--- src/rtl/scan_data_reg_if.sv ---
// Strobe, serial and parallel signals between the control FSM side and scan_data_reg.
interface scan_data_reg_if #(
  parameter int unsigned WIDTH = 8
);
  logic             reset;
  logic             run;
  logic             shift;
  logic             update;
  logic             tdi;
  logic [WIDTH-1:0] pin;
  logic             tdo;
  logic [WIDTH-1:0] pout;
  logic             upd_valid;
  logic             len_err;
  logic [7:0]       bit_cnt;

  modport master (
    output reset, run, shift, update, tdi, pin,
    input  tdo, pout, upd_valid, len_err, bit_cnt
  );

  modport slave (
    input  reset, run, shift, update, tdi, pin,
    output tdo, pout, upd_valid, len_err, bit_cnt
  );
endinterface

--- src/rtl/scan_data_reg.sv ---
// Serial-in/parallel-out data register: capture on run, LSB-first shift, and a
// length-checked transfer to a held parallel output on the rising edge of update.
module scan_data_reg #(
  parameter int unsigned WIDTH = 8
) (
  input logic           clk,
  input logic           rs,
  scan_data_reg_if.slave bus
);

  logic [WIDTH-1:0] sreg;
  logic [WIDTH-1:0] pout;
  logic [7:0]       bit_cnt;
  logic             upd_d;
  logic             upd_valid;
  logic             len_err;

  always_ff @(posedge clk or posedge rs) begin
    if (rs) begin
      sreg      <= '0;
      pout      <= '0;
      bit_cnt   <= '0;
      upd_d     <= 1'b0;
      upd_valid <= 1'b0;
      len_err   <= 1'b0;
    end else if (bus.reset) begin
      sreg      <= '0;
      bit_cnt   <= '0;
      upd_d     <= 1'b0;
      upd_valid <= 1'b0;
      len_err   <= 1'b0;
    end else begin
      upd_d     <= bus.update;
      upd_valid <= 1'b0;
      if (bus.update && !upd_d) begin
        // Only an exact-length shift may reach pout; anything else is sticky-flagged.
        if (bit_cnt == 8'(WIDTH)) begin
          pout      <= sreg;
          upd_valid <= 1'b1;
        end else begin
          len_err <= 1'b1;
        end
      end else if (bus.shift) begin
        sreg <= {bus.tdi, sreg[WIDTH-1:1]};
        if (bit_cnt != 8'hFF) begin
          bit_cnt <= bit_cnt + 8'd1;
        end
      end else if (bus.run) begin
        sreg    <= bus.pin;
        bit_cnt <= '0;
      end
    end
  end

  assign bus.tdo       = sreg[0];
  assign bus.pout      = pout;
  assign bus.bit_cnt   = bit_cnt;
  assign bus.upd_valid = upd_valid;
  assign bus.len_err   = len_err;

endmodule

--- src/flat_wrapper.sv ---
// flat-port wrapper written by rule: the top's interface ports become plain ports
module scan_data_reg_flat 
#(
  parameter int unsigned WIDTH = 8
)
  (clk, rs, bus_reset, bus_run, bus_shift, bus_update, bus_tdi, bus_pin, bus_tdo, bus_pout, bus_upd_valid, bus_len_err, bus_bit_cnt);
  scan_data_reg_if #(.WIDTH(WIDTH)) bus_i ();
  input logic clk;
  input logic rs;
  input wire logic [$bits(bus_i.reset)-1:0] bus_reset;
  input wire logic [$bits(bus_i.run)-1:0] bus_run;
  input wire logic [$bits(bus_i.shift)-1:0] bus_shift;
  input wire logic [$bits(bus_i.update)-1:0] bus_update;
  input wire logic [$bits(bus_i.tdi)-1:0] bus_tdi;
  input wire logic [$bits(bus_i.pin)-1:0] bus_pin;
  output wire logic [$bits(bus_i.tdo)-1:0] bus_tdo;
  output wire logic [$bits(bus_i.pout)-1:0] bus_pout;
  output wire logic [$bits(bus_i.upd_valid)-1:0] bus_upd_valid;
  output wire logic [$bits(bus_i.len_err)-1:0] bus_len_err;
  output wire logic [$bits(bus_i.bit_cnt)-1:0] bus_bit_cnt;
  assign bus_i.reset = bus_reset;
  assign bus_i.run = bus_run;
  assign bus_i.shift = bus_shift;
  assign bus_i.update = bus_update;
  assign bus_i.tdi = bus_tdi;
  assign bus_i.pin = bus_pin;
  assign bus_tdo = bus_i.tdo;
  assign bus_pout = bus_i.pout;
  assign bus_upd_valid = bus_i.upd_valid;
  assign bus_len_err = bus_i.len_err;
  assign bus_bit_cnt = bus_i.bit_cnt;
  scan_data_reg #(.WIDTH(WIDTH)) u_core (.clk(clk), .rs(rs), .bus(bus_i));
endmodule
--- config.mk ---
export PLATFORM = sky130hd
export DESIGN_NAME = scan_data_reg_flat
export DESIGN_NICKNAME = d
export VERILOG_FILES = /design/src/rtl/scan_data_reg_if.sv /design/src/rtl/scan_data_reg.sv /design/src/flat_wrapper.sv
export SDC_FILE = /design/constraint.sdc
export NUM_CORES = 1
export LEC_CHECK = 0
export BUFFER_PORTS_ARGS = -buffer_cell sky130_fd_sc_hd__buf_2
export CELL_PAD_IN_SITES_DETAIL_PLACEMENT = 1
export CELL_PAD_IN_SITES_GLOBAL_PLACEMENT = 2
export CORE_MARGIN = 2
export CORE_UTILIZATION = 34
export CTS_BUF_LIST = sky130_fd_sc_hd__clkbuf_4 sky130_fd_sc_hd__clkbuf_8
export CTS_CLUSTER_SIZE = 10
export DETAILED_ROUTE_END_ITERATION = 16
export PLACE_DENSITY_LB_ADDON = 0.1
export SLEW_MARGIN = 20
export SYNTH_ARGS = -nofsm -noshare
export SYNTH_HDL_FRONTEND = slang
export SYNTH_SLANG_ARGS = --single-unit
--- constraint.sdc ---
create_clock -name clk -period 1.8 [get_ports clk]
set_input_delay 0.18 -clock clk [delete_from_list [all_inputs] [get_ports clk]]
set_output_delay 0.18 -clock clk [all_outputs]
set_load 0.1 [all_outputs]
# Yosys cells after proc, flatten, opt, wreduce, memory -nomap -nowiden
# Cells that the tools add are included.
# classes
multipliers	0
n_addsub	1
div	0
reduce_logical	8
n_shift	0
muxes	16
eq_ne	5
bitwise	1
order_cmp	0
# op_table
op	n
8-bit two-way mux	9
8-bit by 1-bit adder with 8-bit output (second input constant)	1
8-bit by 4-bit == test with 1-bit output (second input constant)	1
8-bit != test (second input constant)	1
1-bit two-way mux	7
3-bit AND reduction	2
2-bit != test (second input constant)	2
2-bit AND reduction	2
3-bit by 2-bit != test with 1-bit output (second input constant)	1
3-bit nonzero test	1
2-bit nonzero test	1
1-bit logical AND	1
1-bit logical NOT	1
1-bit inverter	1
# totals
latchBits	0
reg_bits	27
inputBits	15
mem_bits_rw	0
romBits	0
memories	0

# Longest topological paths before layout
# Gate-level depths: netlist of the first run.
# logic_depth
ltp_word	5
depth_mapped	7
depth_no_buf	6

# Least setup slack after synthesis of the first run
# OpenSTA, ideal clock, no wires.
# synth_timing
path_type	register to register
startpoint	register u_core.bit_cnt[0] (netlist: u_core.bus.bit_cnt[0])
endpoint	register u_core.bit_cnt[1] (netlist: u_core.bus.bit_cnt[1])
slack_ns	-0.443
n_path_buf	0
setup_time_ns	0.123
stages_incl_launch_ff	6
t_required_ns	1.677
arrival_ns	2.119
path_cell_list	dfrtp_1 ha_1 nand4_1 nor2_1 nor2_1 a32o_1
# synth_via
elab_chain_cells	5
elab_cells_between_ends	8
cone_classes	add/sub (1); eq/ne (2); mux (4); reduce/logical (1)
# synth_lines
item	line	source
start: declaration	scan_data_reg.sv:13	logic [7:0] bit_cnt;
start signal: assignment	scan_data_reg.sv:46	bit_cnt <= bit_cnt + 8'd1;
8-bit by 1-bit adder with 8-bit output	scan_data_reg.sv:46	
8-bit two-way mux	scan_data_reg.sv:45	if (bit_cnt != 8'hFF) begin
8-bit two-way mux	scan_data_reg.sv:43	end else if (bus.shift) begin
8-bit two-way mux	scan_data_reg.sv:35	if (bus.update && !upd_d) begin
8-bit two-way mux	scan_data_reg.sv:26	end else if (bus.reset) begin
# Several ways; a longest one is shown, not always the timed one. The select of a mux whose other input is x is not followed.
# A chain may end at the register's enable or synchronous reset.

# Worst setup path in the final report of the first run
# layout_timing
startpoint	register u_core.bit_cnt[0] (netlist: u_core.bus.bit_cnt[0])
endpoint	register u_core.pout[3] (netlist: u_core.bus.pout[3])
# layout_via
elab_chain_cells	2
# layout_lines
item	line	source
8-bit by 4-bit == test with 1-bit output	scan_data_reg.sv:37	if (bit_cnt == 8'(WIDTH)) begin
3-bit AND reduction (no source line)	--	
end signal: assignment	scan_data_reg.sv:38	pout <= sreg;
end: declaration	scan_data_reg.sv:12	logic [WIDTH-1:0] pout;
# No other way between the ends.

==> results.yml, run 1 <==
final_layout:
  final_nets: 177
  multi_input_area_sq_um: 627
  final_cell_area_sq_um: 1680
  drive_above_1_share_pct: 39.6
  antenna_cells: 0
  area_growth_pct: 22.6
  final_cell_mix: "buf_2, dfrtp_1, nand2_1"
  seq_area_sq_um: 696
  fillers: 454
  layout_commonest_cell: "buf_2"
synth:
  synth_area_sq_um: 1370
  avgSynthCellArea_sq_um: 11.1
  synthArstFlopShare_pct: 100
  synth_cell_types: 36
  synth-edff-count: 0
  ys_seq_elements: 27
  ys_seq_area_share_pct: 49.4
  ys_warn_count: 0
  ys.flop_type: "dfrtp_1"
  synth_fp_nets: 140
  synthCells: 123
clocking:
  cts_setup_buffers: 0
  cts.htree.levels: 1
  path_clk_slew_ns: 0.09
  clock_sinks: 27
  cts_buffer_depth: 2
  numCtsBuffers: 3
  root_buffer: "clkbuf_8"
  cts_tree: "done"
  clk_latency_ns: 0.28
critical_path:
  critPathArrivalTime_ns: 1.85
  rr_worst_depth: 5
  r2r_setup_slack_ns: 0.12
  end_kind: "flop"
  r2r-start: "u_core.bus.bit_cnt[0]"
  criticalPathCategory: "flop to flop"
  critPathMaxFanout: 9
  timing.rr.end: "u_core.bus.pout[3]"
  max_stage_delay_ns: 0.52
  critPathRequiredTime_ns: 1.96
  startpoint_type: "flop"
  cpMaxStageDelayCell: "dfrtp_4"
  crit_chain: "inv_1 -> ha_1 -> nor4b_4 -> nand4b_4 -> mux2_2"
sta:
  max_freq_mhz: 594
  setup_viol: 0
  timing.final.crit_share_pct: 93.6
  rsz0062_at_grt: "false"
  layout_min_cycle_time_ns: 1.68
  finalHoldViolCount: 0
  drv_slew: 0
  fin_skew_ns: 0.00825
  tightest_slew_ns: 0.590
  fin_tns_setup_ns: 0
  max_slew_margin_pct: 60.6
drt:
  drtAntennaViolNets: 0
  firstDrtPassIters: 4
  dr_total_vias: 1080
  wl_per_cell_um: 15.8
  drc: 0
  drtIter0Drc: 30
  via_per_inst: 5.17
  routed_wirelength_mm: 3.30
power_and_ir_drop:
  ir_drop_mv: 0.302
  powerDensity_nw_per_um2: 716
  power.leakage_nw: 0.891
place:
  hpwl_mm: 2.46
  portBuffers: 33
  place_area_sq_um: 1620
  gp_congestion: 0.728
grt:
  grt_usage_pct: 16.7
  grt_max_degree: 18
  grt_pass1_wl_mm: 5.60
  grt_pass1_vias: 1171
  antenna_found_initial: 0
  overflow: 0
floorplan:
  die_w_um: 67.4
  start_util_pct: 34.7
  rows: 23
  fp.dieH_um: 67.4
  dieArea_sq_um: 4550
  io_pins: 34
  core_area_sq_um: 3940
flow_run:
  drv_cap: 0
worst_hold_path:
  hp-class: "primary input to flop"
  hold_start: "bus_update"
  min_to: "u_core.upd_d"
  worstHoldPathCells: 2
outcome:
  status: "completed"
==> Yosys cell counts (2+ instances only) <==
master	n	area share [%]
nand3_1	5	1.8
buf_2	4	1.5
o21ai_0	2	0.73
mux2_2	8	6.6
dfrtp_1	27	49
nor3_1	2	0.73
a21o_1	2	1.1
nor2b_1	3	1.4
o211ai_1	2	1.1
nand4_1	3	1.4
o31ai_1	8	4.4
mux2i_1	8	5.9
nand2_1	12	3.3
nor2_1	5	1.4
a21oi_1	2	0.73
inv_1	6	1.6
ha_1	2	1.8
clkbuf_2	2	0.73
nand2b_1	2	0.91
nor4_1	2	0.91
==> metrics by stage <==
stage / hold slack (ns) / util, % / power, mW / setup WS, ns / cells
floorplan: 0.233 / - / 0.798 / 0.0118 / 123
global placement: 0.262 / 41.0 / 0.846 / 0.141 / 204
detailed placement: 0.269 / 41.0 / 0.852 / 0.107 / 204
CTS: 0.217 / 42.5 / 1.23 / 0.0797 / 209
global route: 0.220 / 42.5 / 1.27 / 0.0280 / 209
finish: 0.223 / 42.5 / 1.20 / 0.116 / 209
==> power breakdown <==
part / internal (mW) / switching [mW]
combinational: 0.0591 / 0.128
clock: 0.174 / 0.190
sequential: 0.630 / 0.0197
==> routing by layer <==
layer  wire [um]  track usage [%]  part of all wire [%]
met1        1550             21.1                    47
met2        1580             28.6                    48
met3         119             2.50                   3.6
met4          57             6.89                   1.7
met5           0                0                     0
==> flip-flops by register name (all words and copies together) (netlist names) <==
register              cells
u_core.bus.bit_cnt        8
u_core.bus.pout           8
u_core.bus.upd_valid      1
u_core.bus.len_err        1
u_core.upd_d              1
u_core.sreg               8
==> critical path, delay by kind of cell (launching register included) <==
kind	cells	cell delay, ns
muxes	1	0.32
buffers and inverters	1	0.07
adders and majority gates	1	0.15
and+or+nand+nor	2	0.51
DFF	1	0.52
==> kinds of logic after synthesis <==
group | Yosys count | share of synthesized area [%]
AOI/OAI and AO/OA | 26 | 14.7
muxes | 16 | 12.4
buffers and inverters | 14 | 4.94
adders and majority gates | 2 | 1.83
and+or+nand+nor | 38 | 16.7
DFF | 27 | 49.4
==> how the worst max path moves through the flow <==
stage                     startpoint                    end  slack (ns)  cells past startpoint
2_1_floorplan  u_core.bus.bit_cnt[1]  u_core.bus.bit_cnt[3]        0.01                      5
3_3_place_gp   u_core.bus.bit_cnt[0]     u_core.bus.pout[4]        0.14                      5
3_5_place_dp   u_core.bus.bit_cnt[0]     u_core.bus.pout[5]        0.11                      5
4_1_cts        u_core.bus.bit_cnt[0]     u_core.bus.pout[5]        0.08                      5
5_1_grt        u_core.bus.bit_cnt[0]     u_core.bus.pout[3]        0.03                      5
6_report       u_core.bus.bit_cnt[0]     u_core.bus.pout[3]        0.12                      5
==> final cells by class <==
| class | count | share of cell area, % |
|---|---|---|
| repair buffers | 40 | 13.1 |
| multi-input cells | 82 | 37.4 |
| inverters | 6 | 1.34 |
| well taps | 50 | 3.73 |
| clock buffers | 4 | 2.91 |
| flip-flops and latches | 27 | 41.5 |
==> repair_timing <==
action / CTS / global route
hold endpoints to repair: 13 / 0
hold buffers: 1 / 0
gates resized for setup: 0 / 1
endpoints found under the setup margin: 0 / 3
Power figures use the tool's default switching activity.
==> inputs of run 2 (changes only) <==
--- a/config.mk
+++ b/config.mk
@@ -9,8 +9,7 @@
 export CELL_PAD_IN_SITES_DETAIL_PLACEMENT = 1
 export CELL_PAD_IN_SITES_GLOBAL_PLACEMENT = 2
 export CORE_MARGIN = 2
-export CORE_UTILIZATION = 34
-export CTS_BUF_LIST = sky130_fd_sc_hd__clkbuf_4 sky130_fd_sc_hd__clkbuf_8
+export CORE_UTILIZATION = 33
 export CTS_CLUSTER_SIZE = 10
 export DETAILED_ROUTE_END_ITERATION = 16
 export PLACE_DENSITY_LB_ADDON = 0.1
==> run 2 against run 1 <==
- design area is essentially flat
- critical path type unchanged
- non-clock buffer count is the same
- combinational power grew 2%
==> results.yml, run 2 (synthesized netlist as in run 1, its figures left out) <==
outcome:
  status: "completed"
final_layout:
  final_nets: 177
  layout.cells.non_filler: 209
  antenna_cells: 0
  fin_util_pct: 41.9
  fillers: 463
  layout_commonest_cell: "buf_2"
  seq_area_sq_um: 696
  multi_input_area_sq_um: 627
  area_growth_pct: 22.7
  final_cell_mix: "buf_2, dfrtp_1, nand2_1"
  reg.largest.list: "u_core.bus.bit_cnt (8), u_core.bus.pout (8), u_core.sreg (8)"
  drive_above_1_share_pct: 39.6
clocking:
  clk_latency_ns: 0.28
  cts.htree.levels: 1
  path_clk_slew_ns: 0.10
  cts_tree: "done"
  root_buffer: "clkbuf_8"
  clock_sinks: 27
  numCtsBuffers: 3
  cts_buffer_depth: 2
floorplan:
  start_util_pct: 34.2
  fp.dieH_um: 68.4
  die_w_um: 68.4
  io_pins: 34
  rows: 23
  core_area_sq_um: 4000
  dieArea_sq_um: 4680
grt:
  grt_pass1_vias: 1157
  overflow: 0
  grt_max_degree: 18
  grt_usage_pct: 16.9
  grt_pass1_wl_mm: 5.77
  antenna_found_initial: 0
sta:
  setup_viol: 0
  fin_skew_ns: 0.00857
  drv_slew: 0
  finalHoldViolCount: 0
  timing.final.crit_share_pct: 95.1
  rsz0062_at_grt: "true"
  fin_ws_ns: 0.0876
  tightest_slew_ns: 0.558
  max_slew_margin_pct: 62.7
  layout_min_cycle_time_ns: 1.71
  fin_tns_setup_ns: 0
  max_freq_mhz: 584
critical_path:
  timing.critical_path.buf_inv: 1
  critPathMaxFanout: 9
  crit_chain: "inv_1 -> ha_1 -> nor4b_4 -> nand4b_4 -> mux2_2"
  startpoint_type: "flop"
  critPathTopFamily: "simple AND/OR/NAND/NOR gates"
  end_kind: "flop"
  cpMaxStageDelayCell: "dfrtp_4"
  critPathArrivalTime_ns: 1.89
  criticalPathCategory: "flop to flop"
  max_stage_delay_ns: 0.52
  critPathRequiredTime_ns: 1.98
power_and_ir_drop:
  powerDensity_nw_per_um2: 723
  power.leakage_nw: 0.865
  ir_drop_mv: 0.276
worst_hold_path:
  hp-class: "primary input to flop"
place:
  gp_congestion: 0.753
  portBuffers: 33
  hpwl_mm: 2.49
  post-place-ws_ns: 0.0577
  dp_cells: 204
drt:
  drtAntennaViolNets: 0
  firstDrtPassIters: 4
  drtIter0Drc: 31
  dr_total_vias: 1072
  wl_per_cell_um: 16.0
  drc: 0
  via_per_inst: 5.13
  routed_wirelength_mm: 3.34
flow_run:
  drv_cap: 0
## run 2: changes by cell type in the layout (fill, tap and decap cells not counted)
cell and delta:
inv_6 +1, clkbuf_4 -1
## run 2: final cells by class
type | count | area share, %
tap | 50 | 3.73
timing repair buffer | 40 | 13.1
sequential | 27 | 41.5
clock inverter | 1 | 0.522
multi-input combinational | 82 | 37.4
inverter | 6 | 1.34
clock buffer | 3 | 2.46
## run 2: final timing paths
path,depth (start not counted),endpoint,slack (ns),start
min,3,u_core.sreg[5],0.21,bus_pin[5]
max reg2reg,5,u_core.bus.pout[0],0.09,u_core.bus.bit_cnt[0]
max,5,u_core.bus.pout[0],0.09,u_core.bus.bit_cnt[0]
max in group asynchronous,4,u_core.sreg[3],0.75,rs
min in group asynchronous,3,u_core.bus.pout[0],0.48,rs
min reg2reg,1,u_core.bus.pout[3],0.51,u_core.bus.pout[3]
## run 2: repair_timing
| action | CTS | global route |
|---|---|---|
| setup buffers | 0 | 0 |
| setup endpoints to repair | 0 | 10 |
| hold endpoints to repair | 12 | 0 |
| resized for setup | 0 | 1 |
| hold buffers | 1 | 0 |
## run 2: power breakdown
group	switching, mW	internal (mW)	leakage, nW	total, mW
clock network	0.211	0.163	0.0261	0.374
logic	0.130	0.0605	0.485	0.191
registers	0.0184	0.630	0.354	0.648
## run 2: worst reg2reg max path: cells and delay by family (launching register included)
family	cells	cell delay, ns
AND/OR/NAND/NOR	2	0.54
flip-flops	1	0.52
multiplexers	1	0.34
adder cells (fa/ha/maj)	1	0.14
buffers and inverters	1	0.08
## run 2: layer usage
metal  wire length (um)  vias up  GRT usage [%]
li1                   -      524              -
met1               1610      520           22.2
met2               1560       23           27.9
met3                114        5           2.63
met4                 54        0           6.00
met5                  0        -              0
## run 2: metrics by stage
step,hold WS (ns),total power [mW],area (sq um)
4_1_cts,0.207,1.24,1680
3_3_place_gp,0.260,0.847,1620
2_1_floorplan,0.233,0.798,1390
6_report,0.212,1.21,1680
3_5_place_dp,0.274,0.854,1620
5_1_grt,0.209,1.27,1680
==> inputs of run 3 (changes only) <==
--- a/config.mk
+++ b/config.mk
@@ -13,6 +13,7 @@
 export CTS_CLUSTER_SIZE = 10
 export DETAILED_ROUTE_END_ITERATION = 16
 export PLACE_DENSITY_LB_ADDON = 0.1
+export SETUP_SLACK_MARGIN = 0.3
 export SLEW_MARGIN = 20
 export SYNTH_ARGS = -nofsm -noshare
 export SYNTH_HDL_FRONTEND = slang
==> run 3 against run 2 <==
- power grew 0.84%
- register-to-register slack improved by 0.03 ns
- worst hold slack improved by 0.012 ns
- clock-buffer cell count did not move
- sequential share of layout area fell by 2.8 points
- sequential cell count unchanged
- combinational power increased by 12%
- critical path type unchanged
- largest cell class is now multi-input combinational cells
- largest power group unchanged
==> results.yml, run 3 (synthesized netlist as in run 1, its figures left out) <==
clocking:
  cts_buffer_depth: 2
  clock_sinks: 27
  path_clk_slew_ns: 0.10
  root_buffer: "clkbuf_8"
  clk_latency_ns: 0.27
  cts.htree.levels: 1
  numCtsBuffers: 3
  cts_tree: "done"
place:
  hpwl_mm: 2.47
  portBuffers: 33
  gp_congestion: 0.745
critical_path:
  timing.rr.end: "u_core.bus.pout[1]"
  critPathArrivalTime_ns: 1.85
  max_stage_delay_ns: 0.54
  criticalPathCategory: "flop to flop"
  r2r-start: "u_core.bus.bit_cnt[0]"
  rr_worst_depth: 6
  startpoint_type: "flop"
  r2r_setup_slack_ns: 0.11
  critPathRequiredTime_ns: 1.97
  crit_chain: "inv_4 -> ha_4 -> nor4b_4 -> buf_4 -> nand4b_4 -> mux2_4"
  critPathMaxFanout: 5
  critPathTopFamily: "flip-flops"
  end_kind: "flop"
  cp_num_cells: 6
  cpMaxStageDelayCell: "dfrtp_4"
  timing.critical_path.buf_inv: 2
worst_hold_path:
  hold_start: "bus_pin[7]"
  min_to: "u_core.sreg[7]"
  worstHoldPathCells: 3
  hp-class: "primary input to flop"
final_layout:
  reg.largest.list: "u_core.bus.bit_cnt (8), u_core.bus.pout (8), u_core.sreg (8)"
  area_growth_pct: 33.1
  fillers: 467
  final_cell_mix: "buf_2, dfrtp_1, nand2_1, buf_4"
  layout_commonest_cell: "buf_2"
  drive_above_1_share_pct: 46.4
  final_nets: 184
  antenna_cells: 0
sta:
  holdWs_ns: 0.224
  fin_skew_ns: 0.00260
  rsz0062_at_grt: "true"
  timing.final.crit_share_pct: 93.7
  tightest_slew_ns: 0.479
  fin_tns_setup_ns: 0
  max_freq_mhz: 593
  setup_viol: 0
  layout_min_cycle_time_ns: 1.69
  max_slew_margin_pct: 68.0
  finalHoldViolCount: 0
  drv_slew: 0
grt:
  grt_usage_pct: 17.1
  antenna_found_initial: 0
  grt_max_degree: 28
  grt_pass1_wl_mm: 5.87
  grt_pass1_vias: 1165
  overflow: 0
drt:
  via_per_inst: 5.21
  wl_per_cell_um: 16.5
  drc: 0
  drtAntennaViolNets: 0
  drtIter0Drc: 27
  dr_total_vias: 1125
  routed_wirelength_mm: 3.56
  firstDrtPassIters: 4
floorplan:
  die_w_um: 68.4
  fp.dieH_um: 68.4
  start_util_pct: 34.2
  dieArea_sq_um: 4680
  io_pins: 34
  rows: 23
  core_area_sq_um: 4000
power_and_ir_drop:
  ir_drop_mv: 0.266
  power.leakage_nw: 0.901
  powerDensity_nw_per_um2: 672
flow_run:
  drv_cap: 0
outcome:
  status: "completed"
-- run 3: through the flow --
step | cell area, sq um | worst slack, ns | std cells | total power [mW] | util (%)
6_report | 1820 | 0.113 | 216 | 1.22 | 45.5
5_1_grt | 1820 | 0.0642 | 216 | 1.28 | 45.5
4_1_cts | 1760 | 0.128 | 215 | 1.22 | 44.1
3_5_place_dp | 1630 | 0.111 | 203 | 0.857 | 40.8
3_3_place_gp | 1630 | 0.140 | 203 | 0.851 | 40.8
2_1_floorplan | 1420 | 0.0946 | 123 | 0.800 | -
-- run 3: how the worst max path moves through the flow --
| stage | end | start | slack (ns) |
|---|---|---|---|
| global placement | u_core.bus.pout[1] | u_core.bus.bit_cnt[0] | 0.14 |
| finish | u_core.bus.pout[1] | u_core.bus.bit_cnt[0] | 0.11 |
| CTS | u_core.bus.pout[1] | u_core.bus.bit_cnt[0] | 0.13 |
| detailed placement | u_core.bus.pout[1] | u_core.bus.bit_cnt[0] | 0.11 |
| global route | u_core.bus.pout[1] | u_core.bus.bit_cnt[0] | 0.06 |
| floorplan | u_core.bus.pout[0] | u_core.bus.bit_cnt[0] | 0.09 |
-- run 3: power by group --
| part | internal, mW | switching, mW | leakage (nW) |
|---|---|---|---|
| combinational | 0.0756 | 0.138 | 0.526 |
| sequential | 0.630 | 0.0220 | 0.353 |
| clock | 0.157 | 0.200 | 0.0217 |
| total | 0.863 | 0.361 | 0.901 |
-- run 3: cell type report --
| cell class | count | area [sq um] | share of cell area [%] |
|---|---|---|---|
| clock buffer | 3 | 41.3 | 2.27 |
| inverter | 6 | 27.5 | 1.51 |
| multi-input combinational | 83 | 707 | 38.8 |
| tap | 50 | 62.6 | 3.44 |
| timing repair buffer | 46 | 272 | 14.9 |
| sequential | 27 | 703 | 38.6 |
| clock inverter | 1 | 7.51 | 0.412 |
-- run 3: per-layer routing --
metal / track usage [%] / wire length (um) / vias to the layer above
li1: - / - / 540
met1: 23.3 / 1680 / 560
met2: 27.9 / 1730 / 21
met3: 1.48 / 103 / 4
met4: 6.75 / 46 / 0
met5: 0 / 0 / -
-- run 3: worst min-delay path, stage by stage --
cell and delay (ns):
buf_2 0.09, mux2i_1 0.12, o31ai_1 0.07
-- run 3: repair_timing --
action | 4_1_cts | 5_1_grt
resized for setup | 2 | 13
endpoints found under the hold margin | 27 | 0
pin swaps | 1 | 9
cloned | 1 | 0
hold buffers | 1 | 0
setup buffers | 6 | 1
endpoints found under the setup margin | 12 | 24
